`src/rtl/inst_fetch_buffer_pkg.sv`:
```
// Shared constants for the instruction fetch buffer (legacy defines.v values plus queue sizing).
package inst_fetch_buffer_pkg;

    localparam logic        RstEnable   = 1'b1;
    localparam logic        ChipEnable  = 1'b1;
    localparam logic        ChipDisable = 1'b0;
    localparam int unsigned InstAddrBus = 32;
    localparam int unsigned InstBus     = 32;
    localparam logic [31:0] ZeroWord    = 32'h0000_0000;

    localparam int unsigned IfbDepth    = 4;
    localparam int unsigned IfbCntBus   = $clog2(IfbDepth + 1);

endpackage

```
`src/rtl/inst_fetch_buffer_fifo.sv`:
```
// Circular {pc,inst} storage with separate occupancy count and a redirect flush
// that can optionally retain the single oldest surviving entry.
module inst_fetch_buffer_fifo #(
    parameter int unsigned DEPTH = 4,
    parameter int unsigned W     = 64,
    parameter int unsigned CNT_W = 3
) (
    input  logic             clk,
    input  logic             i_rst,
    input  logic             i_push,
    input  logic             i_pop,
    input  logic             i_flush,
    input  logic             i_keep_one,
    input  logic [W-1:0]     i_wdata,
    output logic [W-1:0]     o_rdata,
    output logic             o_valid,
    output logic [CNT_W-1:0] o_count,
    output logic             o_full,
    output logic             o_empty
);

    localparam int unsigned PTR_W = $clog2(DEPTH);

    logic [W-1:0]     r_mem [DEPTH];
    logic [PTR_W-1:0] r_wr_ptr;
    logic [PTR_W-1:0] r_rd_ptr;
    logic [CNT_W-1:0] r_count;

    logic [PTR_W-1:0] w_rd_ptr_nxt;
    logic [CNT_W-1:0] w_count_nxt;
    logic             w_survivor;

    // Next read pointer / occupancy assuming no flush; drives both normal and flush updates.
    always_comb begin
        w_rd_ptr_nxt = i_pop ? r_rd_ptr + PTR_W'(1) : r_rd_ptr;
        w_count_nxt  = r_count + CNT_W'(i_push) - CNT_W'(i_pop);
        w_survivor   = (w_count_nxt != '0);
    end

    // Storage write; a push in a keep-one flush cycle lands at the slot that becomes the head when nothing older survives.
    always_ff @(posedge clk) begin
        if (i_push) begin
            r_mem[r_wr_ptr] <= i_wdata;
        end
    end

    // Pointer and count update with flush handling.
    always_ff @(posedge clk) begin
        if (i_rst) begin
            r_wr_ptr <= '0;
            r_rd_ptr <= '0;
            r_count  <= '0;
        end else if (i_flush && i_keep_one) begin
            r_rd_ptr <= w_rd_ptr_nxt;
            r_wr_ptr <= w_survivor ? w_rd_ptr_nxt + PTR_W'(1) : w_rd_ptr_nxt;
            r_count  <= w_survivor ? CNT_W'(1) : '0;
        end else if (i_flush) begin
            r_rd_ptr <= w_rd_ptr_nxt;
            r_wr_ptr <= w_rd_ptr_nxt;
            r_count  <= '0;
        end else begin
            r_rd_ptr <= w_rd_ptr_nxt;
            r_wr_ptr <= i_push ? r_wr_ptr + PTR_W'(1) : r_wr_ptr;
            r_count  <= w_count_nxt;
        end
    end

    // Head entry and status, zeroed when empty.
    always_comb begin
        o_valid = (r_count != '0);
        o_rdata = o_valid ? r_mem[r_rd_ptr] : '0;
        o_count = r_count;
        o_full  = (r_count == CNT_W'(DEPTH));
        o_empty = (r_count == '0);
    end

endmodule

```
`src/rtl/inst_fetch_buffer.sv`:
```
// Instruction prefetch queue between the ROM and the ID stage.
// Optional feature macro: IFB_DELAY_SLOT_EN (redirect keeps the oldest surviving entry as the delay slot).
module inst_fetch_buffer
    import inst_fetch_buffer_pkg::*;
#(
    parameter int unsigned              DEPTH    = IfbDepth,
    parameter int unsigned              ADDR_W   = InstAddrBus,
    parameter int unsigned              DATA_W   = InstBus,
    parameter logic [ADDR_W-1:0]        RESET_PC = ADDR_W'(ZeroWord),
    parameter int unsigned              PC_STEP  = 4
) (
    input  logic                         clk,
    input  logic                         rst,
    input  logic [DATA_W-1:0]            rom_data_i,
    output logic [ADDR_W-1:0]            rom_addr_o,
    output logic                         rom_ce_o,
    input  logic                         branch_flag_i,
    input  logic [ADDR_W-1:0]            branch_target_address_i,
    input  logic                         stall_i,
    input  logic                         id_ready_i,
    output logic                         id_valid_o,
    output logic [ADDR_W-1:0]            id_pc_o,
    output logic [DATA_W-1:0]            id_inst_o,
    output logic [$clog2(DEPTH+1)-1:0]   count_o,
    output logic                         full_o,
    output logic                         empty_o
);

    localparam int unsigned CNT_W   = $clog2(DEPTH + 1);
    localparam int unsigned ENTRY_W = ADDR_W + DATA_W;

    logic [ADDR_W-1:0]  r_fetch_pc;
    logic               r_ce;

    logic               w_full;
    logic               w_valid;
    logic               w_rom_ce;
    logic               w_push;
    logic               w_pop;
    logic               w_keep_one;
    logic [ENTRY_W-1:0] w_head;

    // Fetch enable, push/pop qualification and redirect retention mode.
    always_comb begin
        w_rom_ce = r_ce & ~w_full;
        w_pop    = w_valid & id_ready_i & ~stall_i;
`ifdef IFB_DELAY_SLOT_EN
        w_push     = w_rom_ce;
        w_keep_one = 1'b1;
`else
        w_push     = w_rom_ce & ~branch_flag_i;
        w_keep_one = 1'b0;
`endif
    end

    // Fetch address and ROM enable; redirect overrides the sequential step.
    always_ff @(posedge clk) begin
        if (rst == RstEnable) begin
            r_fetch_pc <= RESET_PC;
            r_ce       <= ChipDisable;
        end else begin
            r_ce <= ChipEnable;
            if (branch_flag_i) begin
                r_fetch_pc <= branch_target_address_i;
            end else if (w_rom_ce) begin
                r_fetch_pc <= r_fetch_pc + ADDR_W'(PC_STEP);
            end
        end
    end

    inst_fetch_buffer_fifo #(
        .DEPTH (DEPTH),
        .W     (ENTRY_W),
        .CNT_W (CNT_W)
    ) u_ifb_fifo (
        .clk        (clk),
        .i_rst      (rst),
        .i_push     (w_push),
        .i_pop      (w_pop),
        .i_flush    (branch_flag_i),
        .i_keep_one (w_keep_one),
        .i_wdata    ({r_fetch_pc, rom_data_i}),
        .o_rdata    (w_head),
        .o_valid    (w_valid),
        .o_count    (count_o),
        .o_full     (w_full),
        .o_empty    (empty_o)
    );

    // Output mapping.
    always_comb begin
        rom_addr_o = r_fetch_pc;
        rom_ce_o   = w_rom_ce;
        full_o     = w_full;
        id_valid_o = w_valid;
        id_pc_o    = w_head[ENTRY_W-1:DATA_W];
        id_inst_o  = w_head[DATA_W-1:0];
    end

endmodule

```
`config.mk`:
```
export PLATFORM = sky130hd
export DESIGN_NAME = inst_fetch_buffer
export DESIGN_NICKNAME = d
export VERILOG_FILES = /design/src/rtl/inst_fetch_buffer_pkg.sv /design/src/rtl/inst_fetch_buffer_fifo.sv /design/src/rtl/inst_fetch_buffer.sv
export SDC_FILE = /design/constraint.sdc
export NUM_CORES = 1
export LEC_CHECK = 0
export ABC_CLOCK_PERIOD_IN_PS = 7500
export CAP_MARGIN = 20
export CORE_ASPECT_RATIO = 1.4
export CORE_MARGIN = 5
export CORE_UTILIZATION = 49
export DETAILED_ROUTE_END_ITERATION = 8
export PLACE_DENSITY = 0.83
export SYNTH_ARGS = -nofsm -noshare
export SYNTH_HDL_FRONTEND = slang
export SYNTH_HIERARCHICAL = 1
export SYNTH_SLANG_ARGS = --single-unit
```
`constraint.sdc`:
```
create_clock -name clk -period 7.5 [get_ports clk]
set_input_delay 1.5 -clock clk [delete_from_list [all_inputs] [get_ports clk]]
set_output_delay 1.5 -clock clk [all_outputs]
set_load 0.005 [all_outputs]
```
==> impl_metrics.csv, run 1 <==
group,metric,value,unit
drt,drc,0,
die,chipHeight,196,µm
placed_design,place_congestion,0.864,
sta,finalMaxSlewViolations,0,
drt,postRouteAntennaNets,0,
synthesis,synth-async-reset-ratio,0,%
setup_path,critical_path.max_stage_delay,0.85,ns
finish,drive_gt1_share,13.9,%
global_routing,grt_max_degree,70,
drt,via_per_inst,5.70,
sta,fin_crit,4.78,ns
setup_path,crit_arrival,3.28,ns
power,p_leak,4.81,nW
setup_path,start_kind,"flop",
global_routing,grt_pass1_vias,6987,
global_routing,antenna_found_initial,0,
synthesis,synth.distinct_cells,56,
setup_path,cp-end-kind,"output port",
synthesis,synthFlopType,"edfxtp_1",
drt,wl_per_cell,21.6,µm
placed_design,post-place-ws,3.15,ns
setup_path,cp_slowest_cell,"dfxtp_4",
power,power.net_switching,773,µW
power,sequentialPowerShare,52.0,%
finish,diodes,0,
placed_design,placed_cells,1143,
synthesis,syn_area,12100,µm²
sta,finalHoldViolCount,0,
placed_design,portBuffers,171,
die,start_util,49.2,%
placed_design,dp_hpwl,15.7,mm
cts,numCtsBuffers,27,
sta,slew_headroom,27.9,%
finish,area_delta_synth_final,24.0,%
synthesis,yosys_warnings,6,
die,row_count,68,
placed_design,postPlaceCellArea,14000,µm²
finish,stdcell_count,1194,
sta,fin_ws,2.72,ns
run_status,status,"finished clean",
cts,clk_pin_slew,0.06,ns
power,p_per_area,246,nW/µm²
drt,drtIter0Drc,401,
power,peakVddDrop,175,µV
synthesis,syn_inst,686,
cts,h-tree-depth,1,
die,fp.dieW,143,µm
cts,cts_hold_buf,0,
setup_path,crit_type,"reg2out",
sta,worst_pin_slew,1.08,ns
die,die_area,27900,µm²
worst_hold_path,hp-class,"reg2reg",
sta,post-route-period-util,63.8,%
sta,rsz0062_at_grt,"false",
drt,dr.pass1.iters,5,
power,p_clk_share,37.8,%
drt,vias,6801,
sta,setup_violations,0,
synthesis,synth-edff-count,256,
cts,postCtsSetupRepairBufs,0,
synthesis,ys_seq_area_share,70.4,%
power,internal_power,2.91,mW
setup_path,cp_cell_sequence,"buf_4, mux4_2, and2_1, clkdlybuf4s50_1",
finish,final_nets,935,
global_routing,grt_overflow,0,
job,cap_violations,0,
global_routing,grt_pass1_wl,40.0,mm
sta,tns,0,ns
cts,cts_tree,"yes",
cts,root_buffer,"clkbuf_16",
setup_path,crit_required,6.00,ns
power,swShare,21.0,%
synthesis,syn_avg_cell_area,17.6,µm²
setup_path,cp_max_fo,38,
drt,totalWireLength,25.8,mm
sta,skew,0.0170,ns
power,pwr-share-comb,10.2,%
global_routing,grt_use_total,18.4,%
cts,cts_resized,0,
sta,timing.fmax,209,MHz
cts,clock_sink_count,296,
cts,cts.path.max_buffers,3,
die,ioPinCount,172,
cts,clock_latency,0.53,ns
power,total_power,3.68,mW
setup_path,rrSetupSlack,4.56,ns
die,core_area,24500,µm²
synthesis,synth_seq_cells,296,
finish,final_cell_area,15000,µm²
finish,fillCellCount,1826,
-- state kept, by name, summed over array words and instances (netlist names) --
name,flops
r_ce,1
rom_addr_o,32
u_ifb_fifo/r_wr_ptr,2
u_ifb_fifo/o_count,3
u_ifb_fifo/r_rd_ptr,2
u_ifb_fifo/r_mem,256
-- cell usage after synthesis (2+ instances only) --
cell | instances | share of area [%]
buf_2 | 9 | 0.37
nor2_1 | 30 | 0.93
ha_1 | 7 | 0.73
nand3_1 | 15 | 0.62
buf_1 | 3 | 0.093
nand2b_1 | 2 | 0.10
inv_1 | 13 | 0.40
o21ai_0 | 9 | 0.37
a311oi_1 | 11 | 0.80
a21oi_1 | 3 | 0.12
edfxtp_1 | 256 | 64
mux4_2 | 64 | 12
nor3b_1 | 2 | 0.12
dfxtp_1 | 40 | 6.6
o211ai_1 | 3 | 0.19
or3_1 | 5 | 0.26
mux2i_1 | 3 | 0.25
o31ai_1 | 7 | 0.44
nor4_1 | 8 | 0.42
a2111oi_0 | 3 | 0.22
nand3b_1 | 2 | 0.12
nor3_1 | 3 | 0.12
and3_1 | 5 | 0.26
and2_1 | 68 | 3.5
nand2_1 | 14 | 0.44
clkinv_1 | 2 | 0.062
nand4_1 | 8 | 0.42
a211oi_1 | 14 | 0.87
buf_6 | 3 | 0.28
buf_12 | 2 | 0.33
o211a_1 | 4 | 0.33
xor2_1 | 6 | 0.44
clkbuf_1 | 18 | 0.56
or4_1 | 7 | 0.44
xnor2_1 | 8 | 0.58
and4_1 | 9 | 0.65
-- layer usage --
layer  GRT usage, %  vias up  wire length [µm]
met1           24.4     3445             10300
met5              0        -                 0
met4           3.70        0               354
met3           3.16       28              1680
li1               -     3084                 -
met2           32.1      244             13400
-- worst paths after layout --
kind                                           from                                end  cells after the start
setup / recovery  u_ifb_fifo/r_rd_ptr[0]$_SDFF_PP0_                         id_pc_o[9]                      4
setup reg to reg   u_ifb_fifo/o_count[0]$_SDFF_PP0_   u_ifb_fifo/o_count[2]$_SDFF_PP0_                      9
hold reg to reg          rom_addr_o[1]$_SDFFE_PP0P_  u_ifb_fifo/r_mem[2][33]$_DFFE_PP_                      0
hold / removal           rom_addr_o[1]$_SDFFE_PP0P_  u_ifb_fifo/r_mem[2][33]$_DFFE_PP_                      0
-- layout make-up --
class | count | area [µm²] | area share [%]
sequential | 296 | 8500 | 56.8
inverter | 15 | 56.3 | 0.377
tap | 315 | 394 | 2.64
clock inverter | 13 | 169 | 1.13
timing repair buffer | 176 | 1760 | 11.8
clock buffer | 37 | 743 | 4.97
multi-input combinational | 342 | 3330 | 22.3
-- placed cells by master (no fill, tap or decap), types with 9 or more instances in the layout --
master           instances
edfxtp_1               256
clkdlybuf4s50_1        171
mux4_2                  64
and2_1                  64
dfxtp_1                 38
nor2_1                  30
clkbuf_16               27
nand3_1                 15
nand2_1                 14
a211oi_1                14
inv_1                   13
a311oi_1                11
and4_1                   9
o21ai_0                  9
-- kinds of logic after synthesis --
family          Yosys count  synth area share (%)
xor+xnor                 15                  1.20
buf+inv                  51                  2.17
compound gates           60                  3.75
fa+ha+maj                 8                 0.892
other cells               1                0.0311
simple gates            188                  9.37
flops                   296                  70.4
mux                      67                  12.2
-- power by group through the flow --
| stage | combinational, mW | clock (mW) | sequential [mW] |
|---|---|---|---|
| 2_1_floorplan | 0.186 | 0 | 1.92 |
| 3_3_place_gp | 0.376 | 0 | 1.94 |
| 3_5_place_dp | 0.379 | 0 | 1.95 |
| 4_1_cts | 0.382 | 1.42 | 1.91 |
| 5_1_grt | 0.411 | 1.49 | 1.92 |
| 6_report | 0.377 | 1.39 | 1.91 |
-- stage by stage --
stage | utilization (%) | hold slack (ns)
2_1_floorplan | - | 0.505
3_3_place_gp | 57.2 | 0.518
3_5_place_dp | 57.2 | 0.523
4_1_cts | 60.9 | 0.528
5_1_grt | 61.0 | 0.551
6_report | 61.0 | 0.530
-- critical path, delay by kind of cell, from the launching register on --
family	cells	cell delay, ns
buf+inv	2	1.10
mux	1	0.60
flops	1	0.85
simple gates	1	0.17
(Power assumes the default switching activity.)
==> run 2: changes to the inputs <==
- ABC_CLOCK_PERIOD_IN_PS: 7500 -> 4650
- clock period: 7.5 -> 4.65 ns (I/O delays scaled with it)
==> run 2 against run 1 <==
- sequential share of layout area increased by 0.20 points
- global-route usage grew 0.21 points
- core utilization shrank 0.21 points
- worst hold slack improved by 0.014 ns
- register-to-register slack worse by 2.9 ns
- combinational power up 63%
- setup slack lost 1.8 ns
- sequential power grew 62%
- total power is 56% higher
==> impl_metrics.csv, run 2 (synthesis results as in run 1) <==
group,metric,value,unit
power,swShare,21.5,%
setup_path,cp_cell_sequence,"buf_4, mux4_2, and2_1, clkdlybuf4s50_1",
power,pwr-share-comb,10.6,%
drt,via_per_inst,5.74,
cts,numCtsBuffers,27,
sta,hold_slack,0.544,ns
setup_path,crit_arrival,2.85,ns
finish,multiInputGateArea,3330,µm²
worst_hold_path,min_path_cells,0,
placed_design,place_congestion,0.819,
drt,vias,6872,
power,power.net_switching,1.24,mW
global_routing,grt_overflow,0,
worst_hold_path,hp-start,"rom_addr_o[1]$_SDFFE_PP0P_",
power,p_per_area,386,nW/µm²
placed_design,portBuffers,171,
sta,setup_violations,0,
power,internal_power,4.52,mW
power,p_clk_share,35.8,%
drt,drc,0,
cts,h-tree-depth,1,
setup_path,cp_max_fo,32,
sta,post-route-period-util,81.2,%
drt,drtIter0Drc,384,
global_routing,grt_pass1_vias,7165,
sta,rsz0062_at_grt,"false",
global_routing,grt_max_degree,70,
die,start_util,49.2,%
sta,slew_headroom,31.4,%
finish,top_register,"u_ifb_fifo/r_mem",
setup_path,cp-end-kind,"output port",
die,die_area,27900,µm²
cts,cts_tree,"yes",
sta,finalMaxSlewViolations,0,
setup_path,critical_path.max_stage_delay,0.76,ns
setup_path,cp_slowest_cell,"dfxtp_4",
setup_path,rrSetupSlack,1.70,ns
setup_path,regToRegEndpoint,"u_ifb_fifo/r_mem[2][61]$_DFFE_PP_",
cts,postCtsSetupRepairBufs,0,
finish,largest_reg_flops,256,
cts,cts_hold_buf,0,
worst_hold_path,hp-class,"reg2reg",
drt,dr.pass1.iters,5,
run_status,status,"finished clean",
worst_hold_path,min_to,"u_ifb_fifo/r_mem[3][33]$_DFFE_PP_",
finish,diodes,0,
placed_design,dp_hpwl,16.6,mm
global_routing,grt_pass1_wl,40.4,mm
sta,finalHoldViolCount,0,
setup_path,crit_type,"reg2out",
global_routing,antenna_found_initial,1,
sta,timing.fmax,265,MHz
finish,drive_gt1_share,14.4,%
cts,cts_resized,0,
finish,final_nets,939,
sta,tns,0,ns
die,row_count,68,
sta,worst_pin_slew,1.03,ns
setup_path,crit_required,3.72,ns
cts,clk_pin_slew,0.06,ns
finish,layout_commonest_cell,"edfxtp_1",
drt,totalWireLength,26.2,mm
cts,clock_latency,0.52,ns
finish,layout_common_cells,"edfxtp_1, clkdlybuf4s50_1, mux4_2, and2_1, dfxtp_1",
die,fp.dieW,143,µm
setup_path,start_kind,"flop",
finish,area_delta_synth_final,23.6,%
cts,root_buffer,"clkbuf_16",
setup_path,regToRegStartpoint,"u_ifb_fifo/o_count[1]$_SDFF_PP0_",
power,p_leak,4.80,nW
drt,wl_per_cell,21.9,µm
die,chipHeight,196,µm
sta,skew,0.0211,ns
drt,postRouteAntennaNets,0,
finish,fillCellCount,1815,
job,cap_violations,0,
power,peakVddDrop,234,µV
cts,cts.path.max_buffers,3,
setup_path,r2r_cells,6,
sta,fin_crit,3.78,ns
die,core_area,24500,µm²
global_routing,grt_use_total,18.6,%
finish,ff_latch_area,8500,µm²
power,sequentialPowerShare,53.6,%
die,ioPinCount,172,
cts,clock_sink_count,296,
[run 2: changes by cell type in the layout (fill, tap and decap cells not counted), sizes merged]
cell | previous run | this run
clkinv | 9 | 14
buf | 5 | 9
bufinv | 4 | 1
clkbuf | 37 | 35
inv | 14 | 13
[run 2: metrics by stage]
stage / worst slack, ns / instance area [µm²] / util, % / total power, mW / cells
finish: 0.874 / 14900 / 60.8 / 5.76 / 1197
CTS: 0.769 / 14900 / 60.8 / 5.83 / 1197
global route: 0.655 / 14900 / 60.8 / 5.99 / 1197
floorplan: 1.21 / 12100 / - / 3.40 / 689
global placement: 1.35 / 14100 / 57.4 / 3.75 / 1148
detailed placement: 1.31 / 14100 / 57.4 / 3.77 / 1148
[run 2: routing by layer]
metal	vias up	global-route usage [%]	wire length, µm
li1	3096	-	-
met1	3449	23.4	9800
met2	292	33.2	14000
met3	35	3.43	1870
met4	0	4.68	462
met5	-	0	0
[run 2: cell type report]
class | count | share of cell area (%)
inverter | 15 | 0.378
timing repair buffer | 180 | 12.0
clock buffer | 35 | 4.94
tap | 315 | 2.65
sequential | 296 | 57.0
multi-input combinational | 342 | 22.4
clock inverter | 14 | 0.638
[run 2: how the worst max path moves through the flow]
stage | depth (start not counted) | start | to | slack [ns]
3_3_place_gp | 4 | branch_flag_i | u_ifb_fifo/r_mem[2][60]$_DFFE_PP_ | 1.35
6_report | 4 | u_ifb_fifo/r_rd_ptr[0]$_SDFF_PP0_ | id_inst_o[30] | 0.87
4_1_cts | 4 | u_ifb_fifo/r_rd_ptr[0]$_SDFF_PP0_ | id_inst_o[30] | 0.77
2_1_floorplan | 3 | branch_flag_i | u_ifb_fifo/r_mem[1][0]$_DFFE_PP_ | 1.21
3_5_place_dp | 4 | branch_flag_i | u_ifb_fifo/r_mem[2][28]$_DFFE_PP_ | 1.31
5_1_grt | 4 | u_ifb_fifo/r_rd_ptr[0]$_SDFF_PP0_ | id_pc_o[27] | 0.65
[run 2: critical path: cells and delay by family (launching register included)]
kind	cells	cell delay, ns
buffers and inverters	2	0.86
DFF	1	0.76
muxes	1	0.52
and+or+nand+nor	1	0.17
[run 2: power by group through the flow]
stage | Sequential [mW] | Clock, mW | Combinational (mW)
2_1_floorplan | 3.10 | 0 | 0.300
3_3_place_gp | 3.14 | 0 | 0.614
3_5_place_dp | 3.14 | 0 | 0.621
4_1_cts | 3.09 | 2.12 | 0.624
5_1_grt | 3.10 | 2.23 | 0.664
6_report | 3.09 | 2.06 | 0.613
==> run 3: changes to the inputs <==
- ABC_CLOCK_PERIOD_IN_PS: 4650 -> 3600
- clock period: 4.65 -> 3.6 ns (I/O delays scaled with it)
==> run 3 against run 2 <==
- sequential share of layout area is 0.96 points lower
- design area is 1.7% higher
- first-iteration DRC count is 14% lower
- via count is 0.84% higher
- global-route usage is 0.43 points higher
- die area stayed put
- sequential power is 28% higher
- clock power is 38% higher
- clock skew is 0.0039 ns lower
- combinational power is 35% higher
- cell count is 1.2% higher
- critical endpoint is now id_pc_o[18]
==> impl_metrics.csv, run 3 (synthesis results as in run 1) <==
group,metric,value,unit
sta,fin_ws,0.251,ns
finish,top_register,"u_ifb_fifo/r_mem",
setup_path,critical_path.max_stage_delay,0.70,ns
finish,area_delta_synth_final,25.7,%
finish,drive_gt1_share,15.8,%
die,start_util,49.2,%
placed_design,postPlaceCellArea,14200,µm²
die,fp.dieW,143,µm
sta,skew,0.0172,ns
finish,largest_reg_flops,256,
power,p_per_area,504,nW/µm²
finish,stdcell_count,1211,
placed_design,post-place-ws,0.441,ns
sta,timing.fmax,299,MHz
cts,cts_resized,0,
setup_path,crit_arrival,2.63,ns
cts,cts_tree,"yes",
sta,slew_headroom,43.9,%
sta,rsz0062_at_grt,"false",
cts,clock_latency,0.53,ns
finish,diodes,0,
setup_path,cp_max_fo,45,
drt,drc,0,
setup_path,start_kind,"flop",
sta,finalMaxSlewViolations,0,
placed_design,dp_hpwl,17.6,mm
sta,setup_violations,0,
sta,post-route-period-util,93.0,%
job,cap_violations,0,
power,total_power,7.64,mW
power,peakVddDrop,424,µV
cts,cts_hold_buf,0,
global_routing,antenna_found_initial,0,
finish,layout_common_cells,"edfxtp_1, clkdlybuf4s50_1, mux4_2, and2_1, dfxtp_1",
sta,fin_crit,3.35,ns
finish,final_nets,953,
global_routing,grt_pass1_vias,7355,
drt,postRouteAntennaNets,0,
global_routing,grt_use_total,19.0,%
drt,drtIter0Drc,329,
drt,wl_per_cell,21.7,µm
setup_path,cp_slowest_cell,"or3_2",
cts,cts.path.max_buffers,3,
worst_hold_path,hp-class,"reg2reg",
global_routing,grt_pass1_wl,41.3,mm
drt,totalWireLength,26.3,mm
die,die_area,27900,µm²
drt,via_per_inst,5.72,
cts,clk_pin_slew,0.07,ns
setup_path,crit_type,"reg2out",
cts,root_buffer,"clkbuf_16",
sta,worst_pin_slew,0.836,ns
cts,h-tree-depth,1,
die,chipHeight,196,µm
global_routing,grt_overflow,0,
die,ioPinCount,172,
placed_design,portBuffers,171,
placed_design,placed_cells,1162,
placed_design,place_congestion,0.866,
die,row_count,68,
finish,final_cell_area,15200,µm²
finish,layout_commonest_cell,"edfxtp_1",
global_routing,grt_max_degree,46,
run_status,status,"finished clean",
cts,numCtsBuffers,27,
setup_path,crit_required,2.88,ns
sta,finalHoldViolCount,0,
die,core_area,24500,µm²
cts,postCtsSetupRepairBufs,0,
sta,tns,0,ns
setup_path,cp-end-kind,"output port",
cts,clock_sink_count,296,
drt,vias,6930,
setup_path,cp_cell_sequence,"or3_2, buf_4, and2_1, clkdlybuf4s50_1",
drt,dr.pass1.iters,4,
power,p_leak,4.92,nW
==> run 3: cell types whose count changed in the layout (fill, tap and decap cells not counted), sizes merged <==
cell / before / now
buf: 9 / 23
bufinv: 1 / 2
clkbuf: 35 / 38
clkinv: 14 / 9
inv: 13 / 14
==> run 3: stage by stage <==
stage / util (%) / hold WS [ns]
final: 61.9 / 0.534
after CTS: 61.9 / 0.541
after floorplan: - / 0.505
after global routing: 61.9 / 0.561
after global placement: 58.2 / 0.514
after detailed placement: 58.2 / 0.522
==> run 3: final timing paths <==
check / startpoint / to / slack, ns / depth (start not counted)
setup / recovery: u_ifb_fifo/o_count[0]$_SDFF_PP0_ / id_pc_o[18] / 0.25 / 4
setup reg to reg: u_ifb_fifo/o_count[0]$_SDFF_PP0_ / u_ifb_fifo/o_count[2]$_SDFF_PP0_ / 0.64 / 9
hold reg to reg: rom_addr_o[1]$_SDFFE_PP0P_ / u_ifb_fifo/r_mem[0][33]$_DFFE_PP_ / 0.53 / 0
hold / removal: rom_addr_o[1]$_SDFFE_PP0P_ / u_ifb_fifo/r_mem[0][33]$_DFFE_PP_ / 0.53 / 0
==> run 3: layout make-up <==
| type | instances | area, µm² |
|---|---|---|
| fillers | 1804 | 9350 |
| flip-flops and latches | 296 | 8500 |
| multi-input cells | 342 | 3330 |
| repair buffers | 194 | 1970 |
| clock buffers | 38 | 798 |
| well taps | 315 | 394 |
| clock inverters | 11 | 109 |
| inverters | 15 | 56.3 |
==> run 3: worst max-delay path: cells and delay by family (launching register included) <==
kind	cells	cell delay [ns]
flops	1	0.33
buf+inv	2	0.82
simple gates	2	0.93
==> run 3: metal layers <==
metal,up-vias,GRT usage [%],part of all wire [%]
li1,3121,-,-
met1,3529,23.6,37
met2,242,34.4,55
met3,38,3.48,6.5
met4,0,4.51,1.7
met5,-,0,0
==> run 3: report_power, final <==
| part | internal (mW) | switching (mW) | total, mW | leakage (nW) |
|---|---|---|---|---|
| logic | 0.478 | 0.348 | 0.826 | 1.80 |
| clock network | 1.69 | 1.16 | 2.84 | 0.449 |
| registers | 3.87 | 0.104 | 3.97 | 2.68 |
